===== config.mk =====
export PLATFORM = sky130hd
export DESIGN_NAME = dft_result_writer
export DESIGN_NICKNAME = d
export VERILOG_FILES = /design/src/rtl/fft_pkg.sv /design/src/rtl/sync_fifo.sv /design/src/rtl/dft_result_writer.sv
export SDC_FILE = /design/constraint.sdc
export NUM_CORES = 1
export LEC_CHECK = 0
export ABC_AREA = 1
export ABC_CLOCK_PERIOD_IN_PS = 5400
export CORE_MARGIN = 3
export CORE_UTILIZATION = 45
export DETAILED_ROUTE_END_ITERATION = 10
export GPL_TIMING_DRIVEN = 0
export SYNTH_ARGS = -nofsm -noshare
export SYNTH_HDL_FRONTEND = slang
export SYNTH_SLANG_ARGS = --single-unit

===== constraint.sdc =====
create_clock -name clk -period 5.4 [get_ports clk]
set_clock_uncertainty 0.1 [all_clocks]
set_input_delay 1.35 -clock clk [delete_from_list [all_inputs] [get_ports clk]]
set_output_delay 1.35 -clock clk [all_outputs]
set_load 0.005 [all_outputs]

===== src/rtl/fft_pkg.sv =====
// Shared constants, write-side FSM states and the 18->16 bit saturation helper
// for the DFT/MAC output path.
package fft_pkg;

    localparam int ACC_W      = 36;
    localparam int IDX_W      = 12;
    localparam int OUT_W      = 33;
    localparam int FIFO_DEPTH = 16;
    localparam int MAX_BURST  = 16;
    localparam int BURST_W    = 5;

    typedef enum logic [1:0] {
        IDLE    = 2'd0,
        COLLECT = 2'd1,
        BURST   = 2'd2,
        DONE    = 2'd3
    } wr_state_t;

    // The value fits in 16 bits exactly when bits [17:15] are all copies of the sign.
    function automatic logic [15:0] sat18to16(input logic [17:0] v);
        if (v[17:15] == 3'b000 || v[17:15] == 3'b111) begin
            return v[15:0];
        end else if (v[17]) begin
            return 16'h8000;
        end else begin
            return 16'h7FFF;
        end
    endfunction

endpackage


===== src/rtl/sync_fifo.sv =====
// Synchronous first-word-fall-through FIFO with occupancy count.
// DEPTH must be a power of two so the pointers wrap naturally.
module sync_fifo #(
    parameter int WIDTH = 33,
    parameter int DEPTH = 16,
    localparam int AW   = $clog2(DEPTH),
    localparam int CW   = AW + 1
) (
    input  logic             clk,
    input  logic             rst,
    input  logic             push,
    input  logic [WIDTH-1:0] push_data,
    input  logic             pop,
    output logic [WIDTH-1:0] pop_data,
    output logic [CW-1:0]    count,
    output logic             full,
    output logic             empty
);

    logic [WIDTH-1:0] mem [DEPTH];
    logic [AW-1:0]    wr_ptr;
    logic [AW-1:0]    rd_ptr;
    logic             do_push;
    logic             do_pop;

    assign full     = (count == CW'(DEPTH));
    assign empty    = (count == '0);
    assign do_pop   = pop & ~empty;
    // A pop in the same edge frees the slot, so a full FIFO can still take a push.
    assign do_push  = push & (~full | do_pop);
    assign pop_data = mem[rd_ptr];

    always_ff @(posedge clk) begin
        if (do_push) begin
            mem[wr_ptr] <= push_data;
        end
    end

    always_ff @(posedge clk or posedge rst) begin
        if (rst) begin
            wr_ptr <= '0;
            rd_ptr <= '0;
            count  <= '0;
        end else begin
            if (do_push) wr_ptr <= wr_ptr + AW'(1);
            if (do_pop)  rd_ptr <= rd_ptr + AW'(1);
            count <= count + CW'(do_push) - CW'(do_pop);
        end
    end

endmodule


===== src/rtl/dft_result_writer.sv =====
// Collects finished DFT bins, saturates them to 16-bit real/imag, buffers them
// and streams the frame to the AXI write side in bursts of up to MAX_BURST beats.
module dft_result_writer
    import fft_pkg::*;
(
    input  logic               clk,
    input  logic               rst,
    input  logic               i_start,
    input  logic [IDX_W-1:0]   i_samp_number,
    input  logic               i_bin_valid,
    input  logic [ACC_W-1:0]   i_bin_data,
    input  logic [IDX_W-1:0]   i_bin_addr,
    output logic               o_bin_ready,
    output logic [OUT_W-1:0]   o_awdata,
    output logic               o_awvalid,
    input  logic               i_awready,
    output logic [BURST_W-1:0] o_awburst,
    output logic               o_busy,
    output logic               o_done,
    output logic               o_seq_err,
    output logic [1:0]         o_dbg_state
);

    localparam int CNT_W = $clog2(FIFO_DEPTH) + 1;

    // Handshakes: a bin moves on a clock edge where i_bin_valid & o_bin_ready,
    // a beat moves where o_awvalid & i_awready; neither side may retract data
    // that has been presented until it is taken.

    wr_state_t          state, state_nxt;
    logic [IDX_W-1:0]   samp_num;
    logic [IDX_W-1:0]   exp_k;
    logic [IDX_W-1:0]   sent_cnt;
    logic [IDX_W-1:0]   remaining;
    logic [BURST_W-1:0] beat_cnt;
    logic [BURST_W-1:0] burst_reg;
    logic [BURST_W-1:0] burst_len;
    logic [CNT_W-1:0]   fifo_count;
    logic               fifo_full;
    logic               fifo_empty;
    logic [OUT_W-1:0]   fifo_din;
    logic [OUT_W-1:0]   fifo_dout;
    logic               bin_accept;
    logic               in_frame;
    logic               store;
    logic               beat_fire;
    logic               last_beat;
    logic               start_frame;
    logic               load_burst;

    assign o_busy      = (state == COLLECT) || (state == BURST);
    assign o_bin_ready = o_busy & ~fifo_full;
    assign o_awvalid   = (state == BURST) & ~fifo_empty;
    assign o_awdata    = o_awvalid ? fifo_dout : '0;
    assign o_awburst   = (state == BURST) ? burst_reg : '0;
    assign o_dbg_state = state;

    assign bin_accept = i_bin_valid & o_bin_ready;
    // Bins beyond the frame length are consumed but never stored.
    assign in_frame   = (exp_k < samp_num);
    assign store      = bin_accept & in_frame;
    assign fifo_din   = {(exp_k == samp_num - IDX_W'(1)),
                         sat18to16(i_bin_data[35:18]),
                         sat18to16(i_bin_data[17:0])};

    assign beat_fire = o_awvalid & i_awready;
    assign last_beat = beat_fire && (beat_cnt == burst_reg);
    assign remaining = samp_num - sent_cnt;
    assign burst_len = (remaining >= IDX_W'(MAX_BURST)) ? BURST_W'(MAX_BURST)
                                                        : BURST_W'(remaining);

    sync_fifo #(
        .WIDTH (OUT_W),
        .DEPTH (FIFO_DEPTH)
    ) u_fifo (
        .clk       (clk),
        .rst       (rst),
        .push      (store),
        .push_data (fifo_din),
        .pop       (beat_fire),
        .pop_data  (fifo_dout),
        .count     (fifo_count),
        .full      (fifo_full),
        .empty     (fifo_empty)
    );

    always_comb begin
        state_nxt   = state;
        start_frame = 1'b0;
        load_burst  = 1'b0;
        case (state)
            IDLE: begin
                if (i_start) begin
                    start_frame = 1'b1;
                    state_nxt   = (i_samp_number == '0) ? DONE : COLLECT;
                end
            end
            COLLECT: begin
                if (fifo_count >= CNT_W'(burst_len)) begin
                    load_burst = 1'b1;
                    state_nxt  = BURST;
                end
            end
            BURST: begin
                if (last_beat) begin
                    state_nxt = (sent_cnt + IDX_W'(1) == samp_num) ? DONE : COLLECT;
                end
            end
            DONE: begin
                state_nxt = IDLE;
            end
            default: state_nxt = IDLE;
        endcase
    end

    always_ff @(posedge clk or posedge rst) begin
        if (rst) begin
            state     <= IDLE;
            samp_num  <= '0;
            exp_k     <= '0;
            sent_cnt  <= '0;
            beat_cnt  <= '0;
            burst_reg <= '0;
            o_seq_err <= 1'b0;
            o_done    <= 1'b0;
        end else begin
            state  <= state_nxt;
            o_done <= (state == DONE);
            if (start_frame) begin
                samp_num  <= i_samp_number;
                exp_k     <= '0;
                sent_cnt  <= '0;
                beat_cnt  <= '0;
                o_seq_err <= 1'b0;
            end else if (bin_accept) begin
                if (!in_frame || i_bin_addr != exp_k) begin
                    o_seq_err <= 1'b1;
                end
                if (in_frame) begin
                    exp_k <= exp_k + IDX_W'(1);
                end
            end
            if (beat_fire) begin
                sent_cnt <= sent_cnt + IDX_W'(1);
                beat_cnt <= beat_cnt + BURST_W'(1);
            end
            if (load_burst) begin
                burst_reg <= burst_len - BURST_W'(1);
                beat_cnt  <= '0;
            end
        end
    end

endmodule


==> results.py, run 1 <==
metrics = {
    "outcome": {
        "status": "completed",
    },
    "synth": {
        "yosysWarnings": 0,
        "syn_avg_cell_area_um2": 11.5,
        "syn-num-nets": 2424,
        "ys_types": 43,
        "synthCells": 2308,
        "seq_area_frac_synth_pct": 65.6,
        "ys_ff_latch": 591,
        "netlist_area_um2": 26600,
    },
    "drt": {
        "vias_per_cell": 5.53,
        "wirelength_mm": 72.4,
        "avgRoutedWirePerCell_um": 21.9,
        "drtIter0Drc": 1864,
        "dr.pass1.iters": 7,
        "detail-route-antenna-nets": 0,
        "drc": 0,
        "vias": 18300,
    },
    "worst_setup_path": {
        "r2r_slack_ns": 1.35,
        "critPathLaunchType": "register",
        "cp_max_fo": 10,
        "crit_type": "reg -> out",
        "crit_arrival_ns": 3.72,
        "reg2reg_to": "beat_cnt[2]",
        "cp_cell_sequence": "buf_2, inv_2, buf_2, clkbuf_1, o211ai_1, o21ai_0, nand2_1, nand2_1, a31oi_1, clkdlybuf4s50_1",
        "required_ns": 3.95,
        "critPathCaptureType": "output pin",
        "slowest_delay_ns": 0.62,
        "ff2ff_path_depth": 21,
        "r2r-start": "sent_cnt[0]",
        "crit_slowest_cell": "clkdlybuf4s50_1",
        "critical_path.startpoint": "u_fifo.rd_ptr[1]",
    },
    "floorplan": {
        "rows": 88,
        "ios": 110,
        "initial_core_util_pct": 45.8,
        "dieHeight_um": 249,
        "die_w_um": 249,
        "core-area_um2": 58000,
        "die_area_um2": 62000,
    },
    "finish": {
        "layout_commonest_cell": "edfxtp_1",
        "drive_gt1_share_pct": 6.99,
        "regMostFlops": "u_fifo.mem",
        "largest_register_ff_count": 528,
        "mostFrequentLayoutCells": "edfxtp_1 (528), nand2_1 (381), o21ai_0 (270), inv_1 (254), a21oi_1 (161)",
        "nets": 2618,
        "final_area_um2": 31000,
        "final_util_pct": 53.4,
        "diodes": 0,
        "syn2layout_area_growth_pct": 16.6,
    },
    "cts": {
        "cts_max_path_buffers": 3,
        "cts.sinks": 591,
        "cts_buffers": 61,
        "htree_levels": 2,
        "clk_latency_ns": 0.64,
        "cts_hold_buf": 0,
        "cts_tree": "done",
        "cts-resized-gates": 0,
        "clk_pin_slew_ns": 0.06,
        "cts_root_buf": "clkbuf_16",
        "post_cts.repair.setup_buffers": 0,
    },
    "worst_hold_path": {
        "min_path_type": "reg -> reg",
        "min_path_cells": 2,
        "worstHoldEndpoint": "o_seq_err",
        "worst_hold_startpoint": "o_seq_err",
    },
    "sta": {
        "finalSetupTns_ns": 0,
        "post-route-min-period_ns": 5.17,
        "slew_headroom_pct": 28.9,
        "rsz0062_at_grt": "no",
        "finalCritPeriodShare_pct": 95.7,
        "max_freq_mhz": 194,
        "hold_viol": 0,
        "whs_ns": 0.407,
        "setup_viol_count_final": 0,
        "finalMaxSlewViolations": 0,
        "tightestPinTransition_ns": 1.06,
    },
    "placed_design": {
        "port_buffers": 109,
        "gp_congestion": 0.857,
        "dp_hpwl_mm": 49.5,
        "place_area_um2": 29100,
    },
    "grt": {
        "grtUsageMet1_pct": 32.4,
        "grt_pass1_vias": 18000,
        "busiest_layer": "met2",
        "grt_max_degree": 64,
        "use_met2_pct": 36.9,
        "grt_pass1_wl_mm": 109,
        "grt_overflow": 0,
        "grtUsageMet3_pct": 3.79,
        "track_usage_pct": 23.0,
        "grt_antenna_before_repair": 0,
    },
    "power": {
        "cellPowerDensity_nw_per_um2": 522,
        "p_leak_nw": 11.8,
        "peakVddDrop_uv": 291,
    },
    "job": {
        "drv_cap": 0,
    },
}
==> synth_stat cells <==
master	instances	area, um^2
nand2_2	2	12.5
buf_6	1	11.3
nor3_1	8	40.0
o2111ai_1	1	8.76
a21boi_0	1	7.51
a211oi_1	2	15.0
nand2_1	381	1430
inv_1	255	957
nor3_2	1	10.0
o21ai_1	43	215
nand3_1	65	325
dfrtp_1	63	1580
ha_1	49	613
inv_2	6	22.5
mux2i_1	132	1320
xor2_1	38	333
clkbuf_1	63	236
buf_2	18	90.1
nor2_2	11	68.8
edfxtp_1	528	15900
o21a_1	1	7.51
nor2_1	49	184
nand3b_1	1	7.51
o22ai_1	6	37.5
buf_4	14	105
a31oi_1	34	213
or2_2	7	43.8
o21ai_0	270	1350
nor4_1	6	37.5
nand4_1	19	119
a21oi_2	2	17.5
a32o_1	1	10.0
o211a_1	1	10.0
a22oi_1	1	7.51
a21oi_1	161	806
xnor2_1	10	87.6
o211ai_1	35	263
clkinv_1	1	3.75
o21bai_1	1	7.51
fa_1	2	40.0
buf_1	16	60.1
o31ai_1	1	7.51
or2_1	1	6.26
==> worst max path at each step <==
stage	end	slack, ns	cells after the start
after floorplan	u_fifo.mem[11][0]	0.75	4
after global placement	u_fifo.mem[11][15]	-2.92	5
after detailed placement	o_awdata[1]	1.03	10
after CTS	o_awdata[1]	0.31	10
after global routing	o_awdata[2]	0.17	10
final	o_awdata[1]	0.23	10
==> critical path, delay by kind of cell, from the launching register on <==
kind / cells / cell delay, ns
flip-flops: 1 / 0.35
buffers and inverters: 5 / 1.65
AND/OR/NAND/NOR: 2 / 0.17
AO/OA/AOI/OAI: 3 / 0.90
==> where the power goes <==
group          internal [mW]  switching [mW]  leakage (nW)  total, mW
sequential              5.46           0.250          5.57       5.71
combinational           2.16            4.29          5.28       6.45
clock                   2.26            1.75         0.904       4.01
total                   9.88            6.29          11.8       16.2
==> cells by family after synthesis <==
kind of cell               count (synthesis)  synth area share [%]
xor gates and xnor gates                  48                  1.58
muxes                                    132                  4.97
DFF                                      591                  65.6
and+or+nand+nor                          551                  8.59
buffers and inverters                    374                  5.59
AOI/OAI and AO/OA                        561                  11.2
adders and majority gates                 51                  2.46
==> cell type report <==
type                       instances  area [um^2]
inverter                         262          986
tap                              765          957
multi-input combinational       1343         7780
clock inverter                    26          230
buffer                           112          503
fill                            4953        27000
clock buffer                      82         1640
timing repair buffer             131         1480
sequential                       591        17400
==> metal layers <==
metal | share of wire, % | vias up
met5 | 0 | -
met4 | 2.4 | 0
met3 | 7.4 | 117
met2 | 46 | 670
met1 | 44 | 9000
li1 | - | 8520
==> stage by stage <==
| step | power, mW | instances | worst slack, ns |
|---|---|---|---|
| final | 16.2 | 3312 | 0.233 |
| after global routing | 17.1 | 3312 | 0.168 |
| after detailed placement | 12.2 | 3204 | 1.03 |
| after floorplan | 9.73 | 2308 | 0.745 |
| after global placement | 12.0 | 3182 | -2.92 |
| after CTS | 16.2 | 3312 | 0.311 |
Note: power is estimated with default switching activity, not from simulation.
==> run 2, diff against run 1 <==
--- a/config.mk
+++ b/config.mk
@@ -7,7 +7,7 @@
 export LEC_CHECK = 0
 export ABC_AREA = 1
 export ABC_CLOCK_PERIOD_IN_PS = 5400
-export CORE_MARGIN = 3
+export CORE_MARGIN = 5
 export CORE_UTILIZATION = 45
 export DETAILED_ROUTE_END_ITERATION = 10
 export GPL_TIMING_DRIVEN = 0
==> results.py, run 2 (same netlist as run 1, synthesis figures left out) <==
metrics = {
    "outcome": {
        "status": "completed",
    },
    "cts": {
        "clk_latency_ns": 0.63,
        "clk_pin_slew_ns": 0.06,
        "cts_max_path_buffers": 3,
        "cts_buffers": 61,
        "cts-resized-gates": 0,
        "cts_root_buf": "clkbuf_16",
        "htree_levels": 2,
        "post_cts.repair.setup_buffers": 0,
        "cts.sinks": 591,
        "cts_tree": "done",
        "cts_hold_buf": 0,
    },
    "finish": {
        "mostFrequentLayoutCells": "edfxtp_1 (528), nand2_1 (381), o21ai_0 (270), inv_1 (254), a21oi_1 (161)",
        "syn2layout_area_growth_pct": 17.1,
        "regMostFlops": "u_fifo.mem",
        "largest_register_ff_count": 528,
        "final_util_pct": 52.9,
        "diodes": 0,
        "nets": 2618,
        "layout_commonest_cell": "edfxtp_1",
        "drive_gt1_share_pct": 7.49,
        "fillers": 5030,
    },
    "worst_setup_path": {
        "critPathCaptureType": "output pin",
        "critPathLaunchType": "register",
        "cp_max_fo": 10,
        "crit_type": "reg -> out",
        "required_ns": 3.95,
        "crit_arrival_ns": 3.60,
    },
    "sta": {
        "setup_viol_count_final": 0,
        "rsz0062_at_grt": "no",
        "max_freq_mhz": 198,
        "slew_headroom_pct": 31.4,
        "finalMaxSlewViolations": 0,
        "post-route-min-period_ns": 5.05,
        "worst_slack_ns": 0.351,
        "finalCritPeriodShare_pct": 93.5,
        "hold_viol": 0,
        "whs_ns": 0.416,
        "tightestPinTransition_ns": 1.03,
    },
    "power": {
        "cellPowerDensity_nw_per_um2": 525,
        "peakVddDrop_uv": 306,
        "p_leak_nw": 11.8,
    },
    "drt": {
        "avgRoutedWirePerCell_um": 21.7,
        "wirelength_mm": 72.3,
        "vias_per_cell": 5.48,
        "dr.pass1.iters": 5,
        "vias": 18200,
        "detail-route-antenna-nets": 0,
        "drtIter0Drc": 1539,
        "drc": 0,
    },
    "floorplan": {
        "rows": 89,
        "ios": 110,
        "dieHeight_um": 253,
        "die_area_um2": 64000,
        "die_w_um": 253,
        "core-area_um2": 58800,
        "initial_core_util_pct": 45.2,
    },
    "placed_design": {
        "dp_slack_ns": 0.929,
        "dp_hpwl_mm": 49.4,
        "port_buffers": 109,
        "gp_congestion": 0.828,
    },
    "grt": {
        "grt_overflow": 0,
        "grt_pass1_vias": 17700,
        "grt_max_degree": 64,
        "track_usage_pct": 22.2,
        "grt_pass1_wl_mm": 108,
        "grt_antenna_before_repair": 0,
    },
    "job": {
        "drv_cap": 0,
    },
    "worst_hold_path": {
        "min_path_type": "reg -> reg",
    },
}
run 2: worst max-delay path, cell delays in order, from the launching register on:
cell,delay [ns]
dfrtp_1,0.41
inv_1,0.15
ha_1,0.15
buf_2,0.21
o21ai_0,0.17
inv_2,0.29
buf_1,0.55
nand2_1,0.14
a31oi_1,0.30
clkdlybuf4s50_1,0.59
run 2: layout make-up:
type | count | area, um^2 | share of cell area [%]
inverter | 262 | 986 | 3.17
multi-input combinational | 1343 | 7780 | 25.0
buffer | 112 | 503 | 1.62
clock buffer | 72 | 1590 | 5.10
sequential | 591 | 17400 | 56.0
timing repair buffer | 131 | 1490 | 4.79
tap | 773 | 967 | 3.11
clock inverter | 40 | 383 | 1.23
run 2: through the flow:
| step | area, um^2 | std cells | setup TNS, ns | power [mW] |
|---|---|---|---|---|
| floorplan | 26600 | 2308 | 0 | 9.73 |
| global placement | 28600 | 3190 | -557.21 | 12.1 |
| detailed placement | 29200 | 3212 | 0 | 12.3 |
| CTS | 31100 | 3324 | 0 | 16.4 |
| global route | 31100 | 3324 | 0 | 17.3 |
| finish | 31100 | 3324 | 0 | 16.3 |
run 2: path summary, 6_finish.rpt:
path                       cells after the start  slack [ns]      startpoint     endpoint
max                                            9        0.35  o_dbg_state[0]  o_awdata[3]
min                                            2        0.42       o_seq_err    o_seq_err
max reg2reg                                   20        1.42     sent_cnt[0]  beat_cnt[1]
min reg2reg                                    2        0.42       o_seq_err    o_seq_err
max in group asynchronous                      2        3.47             rst  samp_num[0]
min in group asynchronous                      2        1.15             rst       o_done
run 2: power breakdown:
group,switching (mW),total (mW),internal [mW]
Sequential,0.253,5.71,5.46
Combinational,4.30,6.47,2.17
Clock,1.77,4.16,2.39
Total,6.33,16.3,10.0
run 2: routing by layer:
metal  global-route usage, %  vias to the layer above  wire length, um
met3                    3.01                       70             4760
li1                        -                     8534                -
met2                    36.4                      640            34300
met5                       0                        -                0
met4                    4.70                        0             1120
met1                    32.1                     8958            32100
==> run 3, diff against run 2 <==
==> constraint.sdc (replaced) <==
create_clock -name clk -period 5.4 [get_ports clk]
set_clock_uncertainty 0.1 [all_clocks]
set_input_delay 1.35 -clock clk [delete_from_list [all_inputs] [get_ports clk]]
set_output_delay 1.35 -clock clk [all_outputs]
set_load 0.05 [all_outputs]
==> results.py, run 3 (same netlist as run 1, synthesis figures left out) <==
metrics = {
    "sta": {
        "max_freq_mhz": 191,
        "finalCritPeriodShare_pct": 96.7,
        "slew_headroom_pct": 31.9,
        "tightestPinTransition_ns": 1.02,
        "hold_viol": 0,
        "setup_viol_count_final": 0,
        "worst_slack_ns": 0.177,
        "post-route-min-period_ns": 5.22,
        "rsz0062_at_grt": "no",
        "finalMaxSlewViolations": 0,
    },
    "finish": {
        "multi_input_area_um2": 7780,
        "regMostFlops": "u_fifo.mem",
        "nets": 2618,
        "diodes": 0,
        "largest_register_ff_count": 528,
        "final_area_um2": 31100,
        "layout_commonest_cell": "edfxtp_1",
        "fillers": 5032,
        "final_util_pct": 52.9,
        "final_cell_count_no_fill": 3324,
        "drive_gt1_share_pct": 7.57,
        "mostFrequentLayoutCells": "edfxtp_1 (528), nand2_1 (381), o21ai_0 (270), inv_1 (254), a21oi_1 (161)",
        "seqCellArea_um2": 17400,
        "syn2layout_area_growth_pct": 17.1,
    },
    "floorplan": {
        "rows": 89,
        "die_area_um2": 64000,
        "ios": 110,
        "initial_core_util_pct": 45.2,
        "core-area_um2": 58800,
        "dieHeight_um": 253,
        "die_w_um": 253,
    },
    "drt": {
        "vias": 18200,
        "drtIter0Drc": 1540,
        "wirelength_mm": 72.3,
        "met1_length_mm": 32.0,
        "drc": 0,
        "wl_met3_mm": 4.83,
        "vias_per_cell": 5.47,
        "top_layer": "met4",
        "dr.pass1.iters": 5,
        "avgRoutedWirePerCell_um": 21.7,
        "wl_met2_mm": 34.3,
        "detail-route-antenna-nets": 0,
    },
    "cts": {
        "cts_max_path_buffers": 3,
        "cts_root_buf": "clkbuf_16",
        "clk_latency_ns": 0.63,
        "cts_tree": "done",
        "cts_buffers": 61,
        "post_cts.repair.setup_buffers": 0,
        "htree_levels": 2,
        "cts.sinks": 591,
        "clk_pin_slew_ns": 0.06,
    },
    "power": {
        "p_leak_nw": 11.8,
        "cellPowerDensity_nw_per_um2": 545,
        "peakVddDrop_uv": 404,
    },
    "grt": {
        "grt_antenna_before_repair": 0,
        "grt_max_degree": 64,
        "grt_pass1_wl_mm": 108,
        "grt_overflow": 0,
        "track_usage_pct": 22.2,
        "grt_pass1_vias": 17700,
    },
    "placed_design": {
        "place_area_um2": 29200,
        "dp_hpwl_mm": 49.4,
        "gp_congestion": 0.828,
        "dp.cells": 3212,
        "port_buffers": 109,
        "dp_slack_ns": 0.627,
    },
    "worst_setup_path": {
        "cp_max_fo": 10,
        "crit_type": "reg -> out",
        "required_ns": 3.95,
        "crit_arrival_ns": 3.77,
        "critPathCaptureType": "output pin",
        "critPathLaunchType": "register",
    },
    "job": {
        "drv_cap": 0,
    },
    "worst_hold_path": {
        "min_path_type": "reg -> reg",
    },
    "outcome": {
        "status": "completed",
    },
}
==> run 3: cell counts in the layout (fill, tap and decap cells not counted) <==
No cell type changed its count.
==> run 3: power by group <==
part           switching [mW]  internal [mW]
combinational            4.92           2.17
sequential              0.253           5.46
clock                    1.78           2.39
==> run 3: per-stage QoR <==
stage	hold slack, ns	power [mW]	TNS (ns)
6_report	0.416	17.0	0
5_1_grt	0.457	17.9	0
4_1_cts	0.419	17.0	0
3_5_place_dp	0.403	12.9	0
3_3_place_gp	0.398	12.7	-557.21
2_1_floorplan	0.390	10.4	0
==> run 3: worst max-delay path, stage by stage (launching register included) <==
cell and delay [ns]:
dfrtp_1 0.40, inv_1 0.14, clkbuf_1 0.60, clkbuf_1 0.66, nand2_1 0.11, a31oi_1 0.33, clkdlybuf4s50_1 0.89
==> run 3: per-layer routing <==
metal  track usage (%)  up-vias
met5                 0        -
met4              4.70        0
met3              3.01       74
met2              36.4      643
met1              32.1     8928
li1                  -     8535
==> run 3: cell type report <==
| cell class | count | area share [%] |
|---|---|---|
| Tap cell | 773 | 3.11 |
| Sequential cell | 591 | 56.0 |
| Timing Repair Buffer | 131 | 4.79 |
| Inverter | 262 | 3.17 |
| Clock inverter | 40 | 1.23 |
| Multi-Input combinational cell | 1343 | 25.0 |
| Clock buffer | 72 | 5.10 |
| Buffer | 112 | 1.62 |
==> run 3: repair_timing <==
item | in CTS | in global routing
gates resized for setup | 1 | 2
hold buffers | 0 | 0
endpoints found under the setup margin | 1 | 3
==> run 3: path summary, 6_finish.rpt <==
kind,from,endpoint,slack (ns),cells after the start
worst min register to register,o_seq_err,o_seq_err,0.42,2
max in group asynchronous,rst,samp_num[0],3.47,2
worst max register to register,sent_cnt[0],beat_cnt[1],1.42,20
worst max-delay path,u_fifo.rd_ptr[2],o_awdata[3],0.18,6
worst min-delay path,o_seq_err,o_seq_err,0.42,2
min in group asynchronous,rst,o_done,1.15,2
